<file path="src/rtl/alu_arbiter_if.sv">
// Shared types plus the two bus interfaces around alu_arbiter:
//   alu_file_if    - connection to the combinational ALU (tb modport drives it)
//   alu_arbiter_if - the two requesters' request/response channels
package alu_arbiter_pkg;
    typedef logic [31:0] word_t;
    typedef enum logic [3:0] {
        ALU_SLL  = 4'b0000,
        ALU_SRL  = 4'b0001,
        ALU_ADD  = 4'b0010,
        ALU_SUB  = 4'b0011,
        ALU_AND  = 4'b0100,
        ALU_OR   = 4'b0101,
        ALU_XOR  = 4'b0110,
        ALU_NOR  = 4'b0111,
        ALU_SLT  = 4'b1010,
        ALU_SLTU = 4'b1011
    } aluop_t;
endpackage

interface alu_file_if;
    import alu_arbiter_pkg::*;
    word_t  porta;
    word_t  portb;
    aluop_t aluop;
    word_t  outport;
    logic   negative;
    logic   overflow;
    logic   zero;

    modport alu (input porta, portb, aluop, output outport, negative, overflow, zero);
    modport tb  (output porta, portb, aluop, input outport, negative, overflow, zero);
endinterface

interface alu_arbiter_if;
    import alu_arbiter_pkg::*;
    logic       req0_valid, req1_valid;
    logic       req0_ready, req1_ready;
    word_t      req0_porta, req0_portb, req1_porta, req1_portb;
    aluop_t     req0_aluop, req1_aluop;
    logic       rsp0_valid, rsp1_valid;
    logic       rsp0_ready, rsp1_ready;
    word_t      rsp0_result, rsp1_result;
    logic [2:0] rsp0_flags, rsp1_flags;

    // requester side
    modport master (
        output req0_valid, req0_porta, req0_portb, req0_aluop,
        output req1_valid, req1_porta, req1_portb, req1_aluop,
        output rsp0_ready, rsp1_ready,
        input  req0_ready, req1_ready,
        input  rsp0_valid, rsp0_result, rsp0_flags,
        input  rsp1_valid, rsp1_result, rsp1_flags
    );
    // arbiter side
    modport slave (
        input  req0_valid, req0_porta, req0_portb, req0_aluop,
        input  req1_valid, req1_porta, req1_portb, req1_aluop,
        input  rsp0_ready, rsp1_ready,
        output req0_ready, req1_ready,
        output rsp0_valid, rsp0_result, rsp0_flags,
        output rsp1_valid, rsp1_result, rsp1_flags
    );
endinterface

</file>
<file path="src/rtl/alu_arbiter.sv">
// alu_arbiter: shares one combinational ALU between two requesters
// (0: execute stage, 1: aux unit). Round-robin (RR_EN_P=1) or fixed priority
// with req0 winning (RR_EN_P=0). One result is outstanding at most; it is
// registered at the accepting edge and held until the owner drains it.
// Optional statistics counters are enabled by defining ALU_ARB_STATS_EN.
module alu_arbiter
    import alu_arbiter_pkg::*;
#(
    parameter int unsigned RR_EN_P = 1,
    parameter int unsigned CNT_W   = 16
) (
    input  logic              CLK,
    input  logic              nRST,
    alu_arbiter_if.slave      arb,
    alu_file_if.tb            alu
`ifdef ALU_ARB_STATS_EN
    ,
    output logic [CNT_W-1:0]  grant0_cnt,
    output logic [CNT_W-1:0]  grant1_cnt,
    output logic [CNT_W-1:0]  conflict_cnt
`endif
);

    typedef enum logic [1:0] {IDLE, HOLD0, HOLD1} state_t;

    state_t     state_q, state_d;
    logic       last_grant_q;
    logic       grant0, grant1;
    logic       may_accept;
    logic       hs0, hs1;
    word_t      porta_q, portb_q;
    aluop_t     aluop_q;
    word_t      result0_q, result1_q;
    logic [2:0] flags0_q, flags1_q;

    if (CNT_W < 1) begin : g_cnt_w_check
        $error("alu_arbiter: CNT_W must be at least 1");
    end

    // Grant selection from the valids and the last completed grant
    always_comb begin
        grant0 = 1'b0;
        grant1 = 1'b0;
        if (arb.req0_valid && arb.req1_valid) begin
            if ((RR_EN_P != 0) && (last_grant_q == 1'b0)) grant1 = 1'b1;
            else                                          grant0 = 1'b1;
        end else if (arb.req0_valid) begin
            grant0 = 1'b1;
        end else if (arb.req1_valid) begin
            grant1 = 1'b1;
        end
    end

    // Acceptance: free slot, or the held result drains this very cycle
    always_comb begin
        may_accept = (state_q == IDLE)
                   || ((state_q == HOLD0) && arb.rsp0_ready)
                   || ((state_q == HOLD1) && arb.rsp1_ready);
        arb.req0_ready = may_accept && grant0;
        arb.req1_ready = may_accept && grant1;
        hs0 = arb.req0_valid && arb.req0_ready;
        hs1 = arb.req1_valid && arb.req1_ready;
    end

    // FSM next state: new accept wins over plain drain
    always_comb begin
        state_d = state_q;
        if (hs0)                                  state_d = HOLD0;
        else if (hs1)                             state_d = HOLD1;
        else if ((state_q != IDLE) && may_accept) state_d = IDLE;
    end

    // FSM state and round-robin history
    always_ff @(posedge CLK or negedge nRST) begin
        if (!nRST) begin
            state_q      <= IDLE;
            last_grant_q <= 1'b1;
        end else begin
            state_q <= state_d;
            if (hs0)      last_grant_q <= 1'b0;
            else if (hs1) last_grant_q <= 1'b1;
        end
    end

    // ALU operand mux follows the grant, otherwise replays the last value
    always_comb begin
        alu.porta = porta_q;
        alu.portb = portb_q;
        alu.aluop = aluop_q;
        if (grant0) begin
            alu.porta = arb.req0_porta;
            alu.portb = arb.req0_portb;
            alu.aluop = arb.req0_aluop;
        end else if (grant1) begin
            alu.porta = arb.req1_porta;
            alu.portb = arb.req1_portb;
            alu.aluop = arb.req1_aluop;
        end
    end

    // Remember the mux value so an ungranted cycle does not toggle the ALU
    always_ff @(posedge CLK or negedge nRST) begin
        if (!nRST) begin
            porta_q <= '0;
            portb_q <= '0;
            aluop_q <= ALU_ADD;
        end else begin
            porta_q <= alu.porta;
            portb_q <= alu.portb;
            aluop_q <= alu.aluop;
        end
    end

    // Capture ALU result and flags for the requester that handshook
    always_ff @(posedge CLK or negedge nRST) begin
        if (!nRST) begin
            result0_q <= '0;
            result1_q <= '0;
            flags0_q  <= '0;
            flags1_q  <= '0;
        end else begin
            if (hs0) begin
                result0_q <= alu.outport;
                flags0_q  <= {alu.negative, alu.overflow, alu.zero};
            end
            if (hs1) begin
                result1_q <= alu.outport;
                flags1_q  <= {alu.negative, alu.overflow, alu.zero};
            end
        end
    end

    // Response channel outputs; valid only toward the owner
    always_comb begin
        arb.rsp0_valid  = (state_q == HOLD0);
        arb.rsp1_valid  = (state_q == HOLD1);
        arb.rsp0_result = result0_q;
        arb.rsp1_result = result1_q;
        arb.rsp0_flags  = flags0_q;
        arb.rsp1_flags  = flags1_q;
    end

`ifdef ALU_ARB_STATS_EN
    // Saturating grant and contention statistics
    always_ff @(posedge CLK or negedge nRST) begin
        if (!nRST) begin
            grant0_cnt   <= '0;
            grant1_cnt   <= '0;
            conflict_cnt <= '0;
        end else begin
            if (hs0 && (grant0_cnt != '1)) grant0_cnt <= grant0_cnt + 1'b1;
            if (hs1 && (grant1_cnt != '1)) grant1_cnt <= grant1_cnt + 1'b1;
            if (arb.req0_valid && arb.req1_valid && may_accept && (conflict_cnt != '1))
                conflict_cnt <= conflict_cnt + 1'b1;
        end
    end
`endif

endmodule

</file>
<file path="src/flat_wrapper.sv">
// flat-port wrapper written by rule: the top's interface ports become plain ports
module alu_arbiter_flat import alu_arbiter_pkg::*;
#(
    parameter int unsigned RR_EN_P = 1,
    parameter int unsigned CNT_W   = 16
)
  (CLK, nRST, arb_req0_valid, arb_req0_porta, arb_req0_portb, arb_req0_aluop, arb_req1_valid, arb_req1_porta, arb_req1_portb, arb_req1_aluop, arb_rsp0_ready, arb_rsp1_ready, arb_req0_ready, arb_req1_ready, arb_rsp0_valid, arb_rsp0_result, arb_rsp0_flags, arb_rsp1_valid, arb_rsp1_result, arb_rsp1_flags, alu_porta, alu_portb, alu_aluop, alu_outport, alu_negative, alu_overflow, alu_zero);
  alu_arbiter_if arb_i ();
  alu_file_if alu_i ();
  input  logic CLK;
  input  logic nRST;
  input wire logic [$bits(arb_i.req0_valid)-1:0] arb_req0_valid;
  input wire logic [$bits(arb_i.req0_porta)-1:0] arb_req0_porta;
  input wire logic [$bits(arb_i.req0_portb)-1:0] arb_req0_portb;
  input wire logic [$bits(arb_i.req0_aluop)-1:0] arb_req0_aluop;
  input wire logic [$bits(arb_i.req1_valid)-1:0] arb_req1_valid;
  input wire logic [$bits(arb_i.req1_porta)-1:0] arb_req1_porta;
  input wire logic [$bits(arb_i.req1_portb)-1:0] arb_req1_portb;
  input wire logic [$bits(arb_i.req1_aluop)-1:0] arb_req1_aluop;
  input wire logic [$bits(arb_i.rsp0_ready)-1:0] arb_rsp0_ready;
  input wire logic [$bits(arb_i.rsp1_ready)-1:0] arb_rsp1_ready;
  output wire logic [$bits(arb_i.req0_ready)-1:0] arb_req0_ready;
  output wire logic [$bits(arb_i.req1_ready)-1:0] arb_req1_ready;
  output wire logic [$bits(arb_i.rsp0_valid)-1:0] arb_rsp0_valid;
  output wire logic [$bits(arb_i.rsp0_result)-1:0] arb_rsp0_result;
  output wire logic [$bits(arb_i.rsp0_flags)-1:0] arb_rsp0_flags;
  output wire logic [$bits(arb_i.rsp1_valid)-1:0] arb_rsp1_valid;
  output wire logic [$bits(arb_i.rsp1_result)-1:0] arb_rsp1_result;
  output wire logic [$bits(arb_i.rsp1_flags)-1:0] arb_rsp1_flags;
  output wire logic [$bits(alu_i.porta)-1:0] alu_porta;
  output wire logic [$bits(alu_i.portb)-1:0] alu_portb;
  output wire logic [$bits(alu_i.aluop)-1:0] alu_aluop;
  input wire logic [$bits(alu_i.outport)-1:0] alu_outport;
  input wire logic [$bits(alu_i.negative)-1:0] alu_negative;
  input wire logic [$bits(alu_i.overflow)-1:0] alu_overflow;
  input wire logic [$bits(alu_i.zero)-1:0] alu_zero;
  assign arb_i.req0_valid = arb_req0_valid;
  assign arb_i.req0_porta = arb_req0_porta;
  assign arb_i.req0_portb = arb_req0_portb;
  assign arb_i.req0_aluop = arb_req0_aluop;
  assign arb_i.req1_valid = arb_req1_valid;
  assign arb_i.req1_porta = arb_req1_porta;
  assign arb_i.req1_portb = arb_req1_portb;
  assign arb_i.req1_aluop = arb_req1_aluop;
  assign arb_i.rsp0_ready = arb_rsp0_ready;
  assign arb_i.rsp1_ready = arb_rsp1_ready;
  assign arb_req0_ready = arb_i.req0_ready;
  assign arb_req1_ready = arb_i.req1_ready;
  assign arb_rsp0_valid = arb_i.rsp0_valid;
  assign arb_rsp0_result = arb_i.rsp0_result;
  assign arb_rsp0_flags = arb_i.rsp0_flags;
  assign arb_rsp1_valid = arb_i.rsp1_valid;
  assign arb_rsp1_result = arb_i.rsp1_result;
  assign arb_rsp1_flags = arb_i.rsp1_flags;
  assign alu_porta = alu_i.porta;
  assign alu_portb = alu_i.portb;
  assign alu_aluop = alu_i.aluop;
  assign alu_i.outport = alu_outport;
  assign alu_i.negative = alu_negative;
  assign alu_i.overflow = alu_overflow;
  assign alu_i.zero = alu_zero;
  alu_arbiter #(.RR_EN_P(RR_EN_P), .CNT_W(CNT_W)) u_core (.CLK(CLK), .nRST(nRST), .arb(arb_i), .alu(alu_i));
endmodule
</file>
<file path="config.mk">
export PLATFORM = sky130hd
export DESIGN_NAME = alu_arbiter_flat
export DESIGN_NICKNAME = d
export VERILOG_FILES = /design/src/rtl/alu_arbiter_if.sv /design/src/rtl/alu_arbiter.sv /design/src/flat_wrapper.sv
export SDC_FILE = /design/constraint.sdc
export NUM_CORES = 1
export LEC_CHECK = 0
export ABC_AREA = 1
export CAP_MARGIN = 20
export CORE_ASPECT_RATIO = 1.25
export CORE_MARGIN = 3
export CORE_UTILIZATION = 35
export DETAILED_ROUTE_END_ITERATION = 16
export PLACE_DENSITY = 0.79
export SKIP_LAST_GASP = 1
export SLEW_MARGIN = 20
export SYNTH_ARGS = -nofsm -noshare
export SYNTH_HDL_FRONTEND = slang
export SYNTH_SLANG_ARGS = --single-unit
</file>
<file path="constraint.sdc">
create_clock -name CLK -period 1.88 [get_ports CLK]
set_input_delay 0.376 -clock CLK [delete_from_list [all_inputs] [get_ports CLK]]
set_output_delay 0.376 -clock CLK [all_outputs]
set_load 0.01 [all_outputs]
</file>
Yosys cells after proc, flatten, opt, wreduce, memory -nomap -nowiden

Index checks and enable logic that the tools add are counted.

Mux-type cells: 18
Bitwise logic cells: 0
$lt $le $gt $ge: 0
Shifts and indexed selects: 0
Reductions and logical operators: 14
Add/sub/neg operators: 0
$mul: 0
Div/mod/pow operators: 0
Eq/ne operators: 2

Operator list:

| operator                                                         | number |
|---|---|
| 32-bit 2-to-1 mux                                                | 4 |
| 1-bit 2-to-1 mux                                                 | 9 |
| 1-bit logical AND                                                | 8 |
| 4-bit 2-to-1 mux                                                 | 2 |
| 2-bit 2-to-1 mux                                                 | 3 |
| 2-bit nonzero test                                               | 2 |
| 3-bit nonzero test                                               | 1 |
| 2-bit by 1-bit == test with 1-bit output (second input constant) | 1 |
| 2-bit == test (second input constant)                            | 1 |
| 2-bit logical NOT                                                | 1 |
| 1-bit logical OR                                                 | 2 |

RAM bits: 0
Bits in latches: 0
ROM bits: 0
Memories: 0
Bits in registers: 141
Logic and storage cells: 43

Longest topological paths before layout

Gate-level depths: netlist of run 1.

Depth in word-level cells: 8
Gate-level depth with buffers: 9
Gate-level depth less buffers: 7

Worst setup path after synthesis of run 1

No wires, ideal clock.

Path kind: register to output
Start point: register u_core.last_grant_q
End point: output alu_aluop[1]
Cell stages (with the launch flop): 9
Data arrival time: 1.294 ns
Data required time: 1.504 ns
Setup slack: 0.210 ns
Cells stage by stage: dfstp_2 -> inv_1 -> nand2_1 -> nand2_2 -> inv_2 -> buf_4 -> buf_2 -> nand2_1 -> o21ai_1

Longest elaborated chain between the ends: 4
Elaborated cells on any way between the ends: 6

RTL lines:

| what                     | RTL line           | source |
|---|---|---|
| start: declaration       | alu_arbiter.sv:27  | `logic last_grant_q;` |
| start signal: assignment | alu_arbiter.sv:77  | `last_grant_q <= 1'b1;` |
| start signal: assignment | alu_arbiter.sv:80  | `if (hs0) last_grant_q <= 1'b0;` |
| start signal: assignment | alu_arbiter.sv:81  | `else if (hs1) last_grant_q <= 1'b1;` |
| 1-bit 2-to-1 mux         | alu_arbiter.sv:45  | `if ((RR_EN_P != 0) && (last_grant_q == 1'b0)) grant1 = 1'b1;` |
| 1-bit 2-to-1 mux         | alu_arbiter.sv:44  | `if (arb.req0_valid && arb.req1_valid) begin` |
| 4-bit 2-to-1 mux         | alu_arbiter.sv:94  | `end else if (grant1) begin` |
| 4-bit 2-to-1 mux (*)     | alu_arbiter.sv:90  | `if (grant0) begin` |
| end: declaration         | flat_wrapper.sv:32 | `output wire logic [$bits(alu_i.aluop)-1:0] alu_aluop;` |

Every way passes the cells marked *; elsewhere a longest branch is shown, timed or not.

Worst setup path in the final report of run 1

Start point: register u_core.last_grant_q
End point: output alu_portb[15]

Longest elaborated chain between the ends: 4
Elaborated cells on any way between the ends: 6

RTL lines:

| what                  | RTL line           | source |
|---|---|---|
| 1-bit 2-to-1 mux      | alu_arbiter.sv:45  |  |
| 1-bit 2-to-1 mux      | alu_arbiter.sv:44  |  |
| 32-bit 2-to-1 mux     | alu_arbiter.sv:94  |  |
| 32-bit 2-to-1 mux (*) | alu_arbiter.sv:90  |  |
| end: declaration      | flat_wrapper.sv:31 | `output wire logic [$bits(alu_i.portb)-1:0] alu_portb;` |

Marked as above.

==> results of run 1 <==
[worst min path at each step]
| stage | from | to | slack, ps | depth (start not counted) |
|---|---|---|---|---|
| 2_1_floorplan | nRST | u_core.aluop_q[0]$_DFF_PN0_ | 80 | 0 |
| 3_3_place_gp | nRST | u_core.arb.rsp0_result[25]$_DFFE_PN0P_ | 320 | 1 |
| 3_5_place_dp | nRST | u_core.arb.rsp0_result[25]$_DFFE_PN0P_ | 320 | 1 |
| 4_1_cts | nRST | u_core.arb.rsp0_result[25]$_DFFE_PN0P_ | 450 | 2 |
| 5_1_grt | nRST | u_core.arb.rsp0_result[14]$_DFFE_PN0P_ | 470 | 2 |
| 6_report | nRST | u_core.arb.rsp0_result[18]$_DFFE_PN0P_ | 450 | 2 |
[per-layer routing]
| metal | vias to the layer above | wire (µm) |
|---|---|---|
| met1 | 3492 | 9690 |
| met5 | - | 0 |
| met3 | 115 | 2480 |
| met2 | 469 | 14700 |
| li1 | 3216 | - |
| met4 | 0 | 1790 |
[where the power goes]
group          leakage [nW]  internal (mW)  switching [mW]
clock                 0.274           1.96            1.41
combinational          3.83           4.28            3.99
sequential             1.71           4.19           0.609
total                  5.82           10.4            6.01
[stage by stage]
step           instance area [µm²]  setup WS, ps  power (mW)
2_1_floorplan                 6000           210        7.27
3_3_place_gp                  9730          -797        10.9
3_5_place_dp                  9730          -881        11.0
4_1_cts                      11600          -430        15.7
5_1_grt                      12100          -521        17.3
6_report                     12100          -459        16.4
[cell families after synthesis]
kind of cell,Yosys count
AND/OR/NAND/NOR,369
flip-flops,141
AO/OA/AOI/OAI,136
buffers and inverters,58
[cell usage after synthesis]
| library cell | instances | area, µm² |
|---|---|---|
| a21oi_1 | 2 | 10.0 |
| buf_1 | 2 | 7.51 |
| buf_2 | 21 | 105 |
| buf_4 | 8 | 60.1 |
| buf_6 | 3 | 33.8 |
| clkbuf_1 | 16 | 60.1 |
| dfrtp_1 | 139 | 3480 |
| dfstp_2 | 2 | 52.6 |
| inv_1 | 6 | 22.5 |
| inv_2 | 2 | 7.51 |
| nand2_1 | 224 | 841 |
| nand2_2 | 3 | 18.8 |
| nand2_4 | 1 | 11.3 |
| nand3_1 | 71 | 355 |
| nor2_1 | 70 | 263 |
| o21ai_0 | 88 | 440 |
| o21ai_1 | 46 | 230 |
[timing repair]
action                                  4_1_cts  5_1_grt
hold endpoints to repair                     34        0
pin swaps                                     2        1
endpoints found under the setup margin      108      116
gates resized for setup                     459      128
cloned                                       14        1
hold buffers                                  1        0
buffers inserted                             93       32
[flip-flops by register name (all words and copies together), names as in the netlist]
| name | cells |
|---|---|
| u_core.portb_q | 32 |
| u_core.last_grant_q | 1 |
| u_core.porta_q | 32 |
| u_core.arb.rsp1_flags | 3 |
| u_core.arb.rsp1_result | 32 |
| u_core.arb.rsp0_flags | 3 |
| u_core.state_q | 2 |
| u_core.aluop_q | 4 |
| u_core.arb.rsp0_result | 32 |
[worst register-to-register path: cells and delay by family, from the launching register on]
family                 cells  cell delay [ps]
AO/OA/AOI/OAI              1               80
AND/OR/NAND/NOR            3              340
flip-flops                 1              540
buffers and inverters     10             1240
[final cells by class]
type / count / area [µm²]
tap: 216 / 270
sequential: 141 / 3530
timing repair buffer: 485 / 4690
multi-input combinational: 505 / 2990
clock buffer: 19 / 433
fill: 1126 / 4410
inverter: 8 / 55.1
clock inverter: 13 / 141
antenna: 3 / 7.51
==> metrics.csv, run 1 <==
stage,metric,value,unit
sta,maximum clock frequency,428,MHz
worst_setup_path,critical path endpoint category,output port,
drt,WL final,28600,µm
sta,period utilisation layout,124,%
final_layout,fin cells,1390,
sta,final setup vio count,111,
logic_synthesis,mapped cell area,6000,µm²
clock_network,H-tree levels,4,
drt,Detail Route Antenna Nets,0,
clock_network,CTS tree,done,
clock_network,CTS Buf Count,17,
place,Cells after DPL,1240,
final_layout,"commonest non-fill, non-tap cell in the layout",clkdlybuf4s50_1,
global_routing,Total Routing Usage GR,27.6,%
logic_synthesis,syn nets,881,
clock_network,Sink Count,141,
run,max_cap viols,0,
final_layout,Final nets,1335,
sta,setup TNS,-29210,ps
worst_setup_path,R2R depth,14,
logic_synthesis,combinational family with the most area after synthesis,simple AND/OR/NAND/NOR gates,
pwr,"IR drop worst, VDD",0.748,mV
floorplanning,num rows,52,
global_routing,largest net degree at the start of global routing,46,
logic_synthesis,post-synthesis compound-gate area fraction,11.3,%
worst_setup_path,Worst setup SP type,flip-flop,
worst_setup_path,CP max FO,8,
worst_setup_path,Worst R2R End,u_core.porta_q[5]$_DFF_PN0_,
sta,slew margin rel.,63.7,%
worst_setup_path,crit path launch,u_core.last_grant_q$_DFFE_PN1P_,
sta,crit path time final,2340,ps
global_routing,M2 GR Usage,48.8,%
global_routing,initial antenna violation count,3,
logic_synthesis,Mean Syn Cell Area,8.52,µm²
final_layout,Layout area overhead,102,%
pwr,leakage,5.82,nW
global_routing,routing usage on met3,7.46,%
place,RePlAce Congestion,0.888,
global_routing,Top Usage Layer GRT,met2,
pwr,pwr dens,1360,nW/µm²
drt,DRC viols,0,
sta,RSZ-0062 raised after global routing,true,
global_routing,grt met1 use,29.6,%
logic_synthesis,mux share of post-synthesis cell area,0,%
sta,Worst Slack Setup Final,-459,ps
worst_setup_path,flop2flop setup slack,-410,ps
logic_synthesis,"Distinct cells, synth",17,
clock_network,worst-case clock buffer depth,2,
worst_setup_path,Worst Path Required,1500,ps
place,IO buf count,318,
drt,routed vias,7292,
sta,Slew @ Worst Pin,539,ps
worst_setup_path,CP cell instances,nand2_1 -> nand2_4 -> clkinv_8 -> buf_4 -> nor2_1 -> o21ai_2 -> buf_2,
floorplanning,die area,18800,µm²
final_layout,layout cells sized above 1,36.9,%
floorplanning,starting density of the core,36.3,%
min_path,hold crit path type,in -> async,
logic_synthesis,Post-Synth Adder-Cell Area,0,%
worst_setup_path,WP data arrival,1960,ps
drt,drt first pass iters,5,
worst_setup_path,"CP delay by family, top",flip-flops,
status,failing checks,negative setup slack,
global_routing,first-pass GRT wire length,39900,µm
floorplanning,core area,16500,µm²
clock_network,Root Buffer,clkbuf_16,
logic_synthesis,Yosys warning total,0,
worst_setup_path,WP depth,7,
worst_setup_path,Buffers & Inverters on Critical Path,3,
worst_setup_path,"slowest stage delay, CP",540,ps
logic_synthesis,xor/xnor cell area share of the yosys netlist,0,%
sta,Hold Fails Final Rpt,0,
worst_setup_path,reg-to-reg startpoint,u_core.last_grant_q$_DFFE_PN1P_,
global_routing,Congestion Overflow GR,0,
logic_synthesis,cells after synthesis,704,
worst_setup_path,Worst path slowest cell,dfstp_2,
floorplanning,die extent in x,123,µm
sta,skew final,14.8,ps
worst_setup_path,crit path to,alu_portb[15],
sta,WHS,450,ps
drt,Routed WL per cell,20.6,µm
logic_synthesis,Simple-Gate Fraction of Synth Area,24.8,%
drt,1st-iter DRT viols,461,
drt,routed vias/inst,5.25,
final_layout,"commonest cells after routing, fill and taps aside","clkdlybuf4s50_1 (243), nand2_1 (161), dfrtp_1 (139)",
logic_synthesis,sequential cell area fraction in the yosys report,58.9,%
place,dpl hpwl,15900,µm
floorplanning,DIE HEIGHT,152,µm
worst_setup_path,kind of critical path,reg -> out,
global_routing,vias in the first global route,7529,
floorplanning,I/O pins,319,
final_layout,fin util,73.3,%
status,result of the run,finished with violations,
clock_network,"Reg clk slew, reported paths",60,ps
sta,final slew viol count,0,
logic_synthesis,Synth Register Bits,141,
clock_network,Worst-Skew Late Latency,430,ps
(Power assumes the default switching activity.)
==> run 2, diff against run 1 <==
ABC_AREA = unset   (was 1)
PLACE_DENSITY = 0.76   (was 0.79)
==> run 2 against run 1 <==
Compared with the run above:
- the run still ends with negative setup slack left
- die area up 13%
- maximum frequency is 0.36% lower
- total power decreased by 11%
- synthesized cell count shrank 12%
- clock power shrank 4%
- via count decreased by 15%
- cell count is 11% lower
- sequential power fell by 0.8%
- clock-buffer cell count shrank 1
- utilization is 15 points lower
- critical endpoint is now alu_portb[8]
- largest cell class unchanged
- highest routed layer unchanged
==> metrics.csv, run 2 <==
stage,metric,value,unit,change
sta,maximum clock frequency,426,MHz,was 428 MHz
drt,drt first pass iters,4,,was 5
final_layout,fin util,58.7,%,was 73.3%
pwr,"IR drop worst, VDD",0.613,mV,was 0.748 mV
final_layout,layout cells sized above 1,27.7,%,was 36.9%
logic_synthesis,"Distinct cells, synth",29,,was 17
drt,routed vias/inst,5.00,,was 5.25
final_layout,"commonest non-fill, non-tap cell in the layout",clkdlybuf4s50_1,,unchanged
sta,Slew @ Worst Pin,369,ps,was 539 ps
logic_synthesis,most numerous cell in the Yosys netlist,dfrtp_1,,was nand2_1
worst_setup_path,kind of critical path,reg -> out,,unchanged
final_layout,"commonest cells after routing, fill and taps aside","clkdlybuf4s50_1 (241), dfrtp_1 (138), inv_1 (68), nor2_1 (68), a21oi_1 (68)",,"was clkdlybuf4s50_1 (243), nand2_1 (161), dfrtp_1 (139)"
global_routing,largest net degree at the start of global routing,70,,was 46
floorplanning,starting density of the core,36.0,%,was 36.3%
floorplanning,die area,21200,µm²,was 18800 µm²
worst_setup_path,Worst setup SP type,flip-flop,,unchanged
global_routing,Total Routing Usage GR,20.1,%,was 27.6%
status,failing checks,negative setup slack,,unchanged
sta,WHS,423,ps,was 450 ps
place,"Cell Area, Placed",10500,µm²,was 9730 µm²
logic_synthesis,Post-synth EDFFs,0,,unchanged
logic_synthesis,post-synth top area cell,dfrtp_1,,unchanged
logic_synthesis,syn nets,798,,was 881
min_path,hold crit path type,in -> async,,unchanged
place,Setup Slack @ Placement,-453,ps,was -881 ps
place,RePlAce Congestion,0.798,,was 0.888
floorplanning,die extent in x,131,µm,was 123 µm
sta,slew margin rel.,75.4,%,was 63.7%
logic_synthesis,Synth async-reset ratio,100,%,unchanged
clock_network,CTS Buf Count,17,,unchanged
pwr,leakage,4.89,nW,was 5.82 nW
logic_synthesis,Mean Syn Cell Area,11.0,µm²,was 8.52 µm²
place,Cells after DPL,1190,,was 1240
sta,period utilisation layout,125,%,was 124%
drt,routed vias,6171,,was 7292
logic_synthesis,mapped cell area,6830,µm²,was 6000 µm²
pwr,pwr dens,1310,nW/µm²,was 1360 nW/µm²
sta,crit path time final,2350,ps,was 2340 ps
global_routing,Congestion Overflow GR,0,,unchanged
logic_synthesis,Synth area leaders,"dfrtp_1 (51%), o221a_2 (11%), mux2_4 (6.8%)",,"was dfrtp_1 (58%), nand2_1 (14%), o21ai_0 (7.3%)"
final_layout,fin cells,1234,,was 1390
final_layout,Layout area overhead,63.2,%,was 102%
clock_network,H-tree levels,4,,unchanged
drt,DRC viols,0,,unchanged
place,IO buf count,318,,unchanged
logic_synthesis,cells after synthesis,621,,was 704
logic_synthesis,synth cell count leaders,"dfrtp_1 (139), inv_1 (69), a21oi_1 (68), nor2_1 (68), o221a_2 (68)",,"was nand2_1 (224), dfrtp_1 (139), o21ai_0 (88)"
clock_network,worst-case clock buffer depth,2,,unchanged
floorplanning,DIE HEIGHT,162,µm,was 152 µm
sta,final setup vio count,69,,was 111
sta,Worst Slack Setup Final,-468,ps,was -459 ps
worst_setup_path,CP max FO,9,,was 8
floorplanning,num rows,56,,was 52
logic_synthesis,Synth Register Bits,141,,unchanged
logic_synthesis,Yosys warning total,0,,unchanged
worst_setup_path,critical path endpoint category,output port,,unchanged
sta,skew final,7.39,ps,was 14.8 ps
sta,Hold Fails Final Rpt,0,,unchanged
clock_network,Root Buffer,clkbuf_16,,unchanged
drt,WL final,22600,µm,was 28600 µm
status,result of the run,finished with violations,,unchanged
drt,Detail Route Antenna Nets,0,,unchanged
worst_setup_path,WP data arrival,1970,ps,was 1960 ps
sta,RSZ-0062 raised after global routing,true,,unchanged
floorplanning,core area,19000,µm²,was 16500 µm²
global_routing,vias in the first global route,6244,,was 7529
drt,1st-iter DRT viols,267,,was 461
clock_network,Worst-Skew Late Latency,420,ps,was 430 ps
final_layout,final instance area,11100,µm²,was 12100 µm²
global_routing,initial antenna violation count,0,,was 3
sta,final slew viol count,0,,unchanged
logic_synthesis,Yosys top cell area share,50.9,%,was 58.0%
floorplanning,I/O pins,319,,unchanged
clock_network,Sink Count,141,,unchanged
logic_synthesis,top_reg_cell synth,dfrtp_1,,unchanged
run,max_cap viols,0,,unchanged
final_layout,Final nets,1137,,was 1335
drt,Routed WL per cell,18.3,µm,was 20.6 µm
clock_network,"Reg clk slew, reported paths",70,ps,was 60 ps
clock_network,CTS tree,done,,unchanged
place,dpl hpwl,15800,µm,was 15900 µm
global_routing,first-pass GRT wire length,33200,µm,was 39900 µm
final_layout,number of antenna repair diodes,0,,was 3
worst_setup_path,Worst Path Required,1500,ps,about the same
logic_synthesis,sequential cell area fraction in the yosys report,51.7,%,was 58.9%
run 2: critical path: stages (launching register included):
cell,delay (ps)
dfstp_2,540
nand2b_4,150
nand2_8,100
clkbuf_16,190
o221a_2,290
dlygate4sd2_1,280
run 2: cell families after synthesis:
logic type / count (synthesis) / synth area share, %
DFF: 141 / 51.7
muxes: 70 / 13.2
buffers and inverters: 122 / 8.26
and+or+nand+nor: 144 / 9.45
AOI/OAI and AO/OA: 144 / 17.3
run 2: final timing paths:
path                                                              from                                endpoint  slack (ps)  cells past startpoint
worst max-delay path                   u_core.last_grant_q$_DFFE_PN1P_                            alu_portb[8]        -470                      5
worst min-delay path                                              nRST            u_core.portb_q[13]$_DFF_PN0_         420                      2
worst max register to register           u_core.state_q[0]$_DFFE_PN0P_   u_core.arb.rsp1_result[0]$_DFFE_PN0P_         130                      5
worst min register to register  u_core.arb.rsp0_result[17]$_DFFE_PN0P_  u_core.arb.rsp0_result[17]$_DFFE_PN0P_         500                      1
max in group asynchronous                                         nRST  u_core.arb.rsp0_result[17]$_DFFE_PN0P_         790                      3
min in group CLK                                        arb_req1_valid         u_core.last_grant_q$_DFFE_PN1P_         420                      4
run 2: cell type report:
class | instances | area (µm²)
fillers | 1615 | 7840
repair buffers | 372 | 3630
flip-flops and latches | 141 | 3530
multi-input cells | 358 | 2830
clock buffers | 18 | 439
well taps | 261 | 327
inverters | 70 | 263
clock inverters | 14 | 123
run 2: where the power goes:
group / switching, mW / total (mW) / leakage, nW / internal [mW]
sequential: 0.555 / 4.75 / 1.63 / 4.19
clock: 1.46 / 3.23 / 0.265 / 1.77
combinational: 2.71 / 6.59 / 3.00 / 3.88
run 2: stage by stage:
step | total power, mW | TNS [ps]
after floorplan | 7.82 | 0
after global routing | 15.4 | -31170
after CTS | 14.5 | -32310
after detailed placement | 11.5 | -44010
final | 14.6 | -27350
after global placement | 11.3 | -42370
run 2: what timing repair did:
item                                   in CTS  in global routing
endpoints found under the hold margin      32                  0
setup endpoints to repair                  74                105
resized for setup                          82                 93
cloned                                      0                  4
pin swaps                                   2                  3
setup buffers                               0                  7
hold buffers                                1                  0
run 2: per-layer routing:
layer	global-route usage, %	vias to the layer above	share of wire [%]
li1	-	2890	-
met1	25.2	2953	41
met2	32.7	288	48
met3	6.32	40	8.1
met4	6.64	0	2.4
met5	0	-	0
==> run 3, diff against run 2 <==
ABC_AREA = 1   (was unset)
PLACE_DENSITY = 0.79   (was 0.76)
SLEW_MARGIN = 30   (was 20)
==> results of run 3 <==
No change in the layout: final DEF, timing and power equal those of run 1.
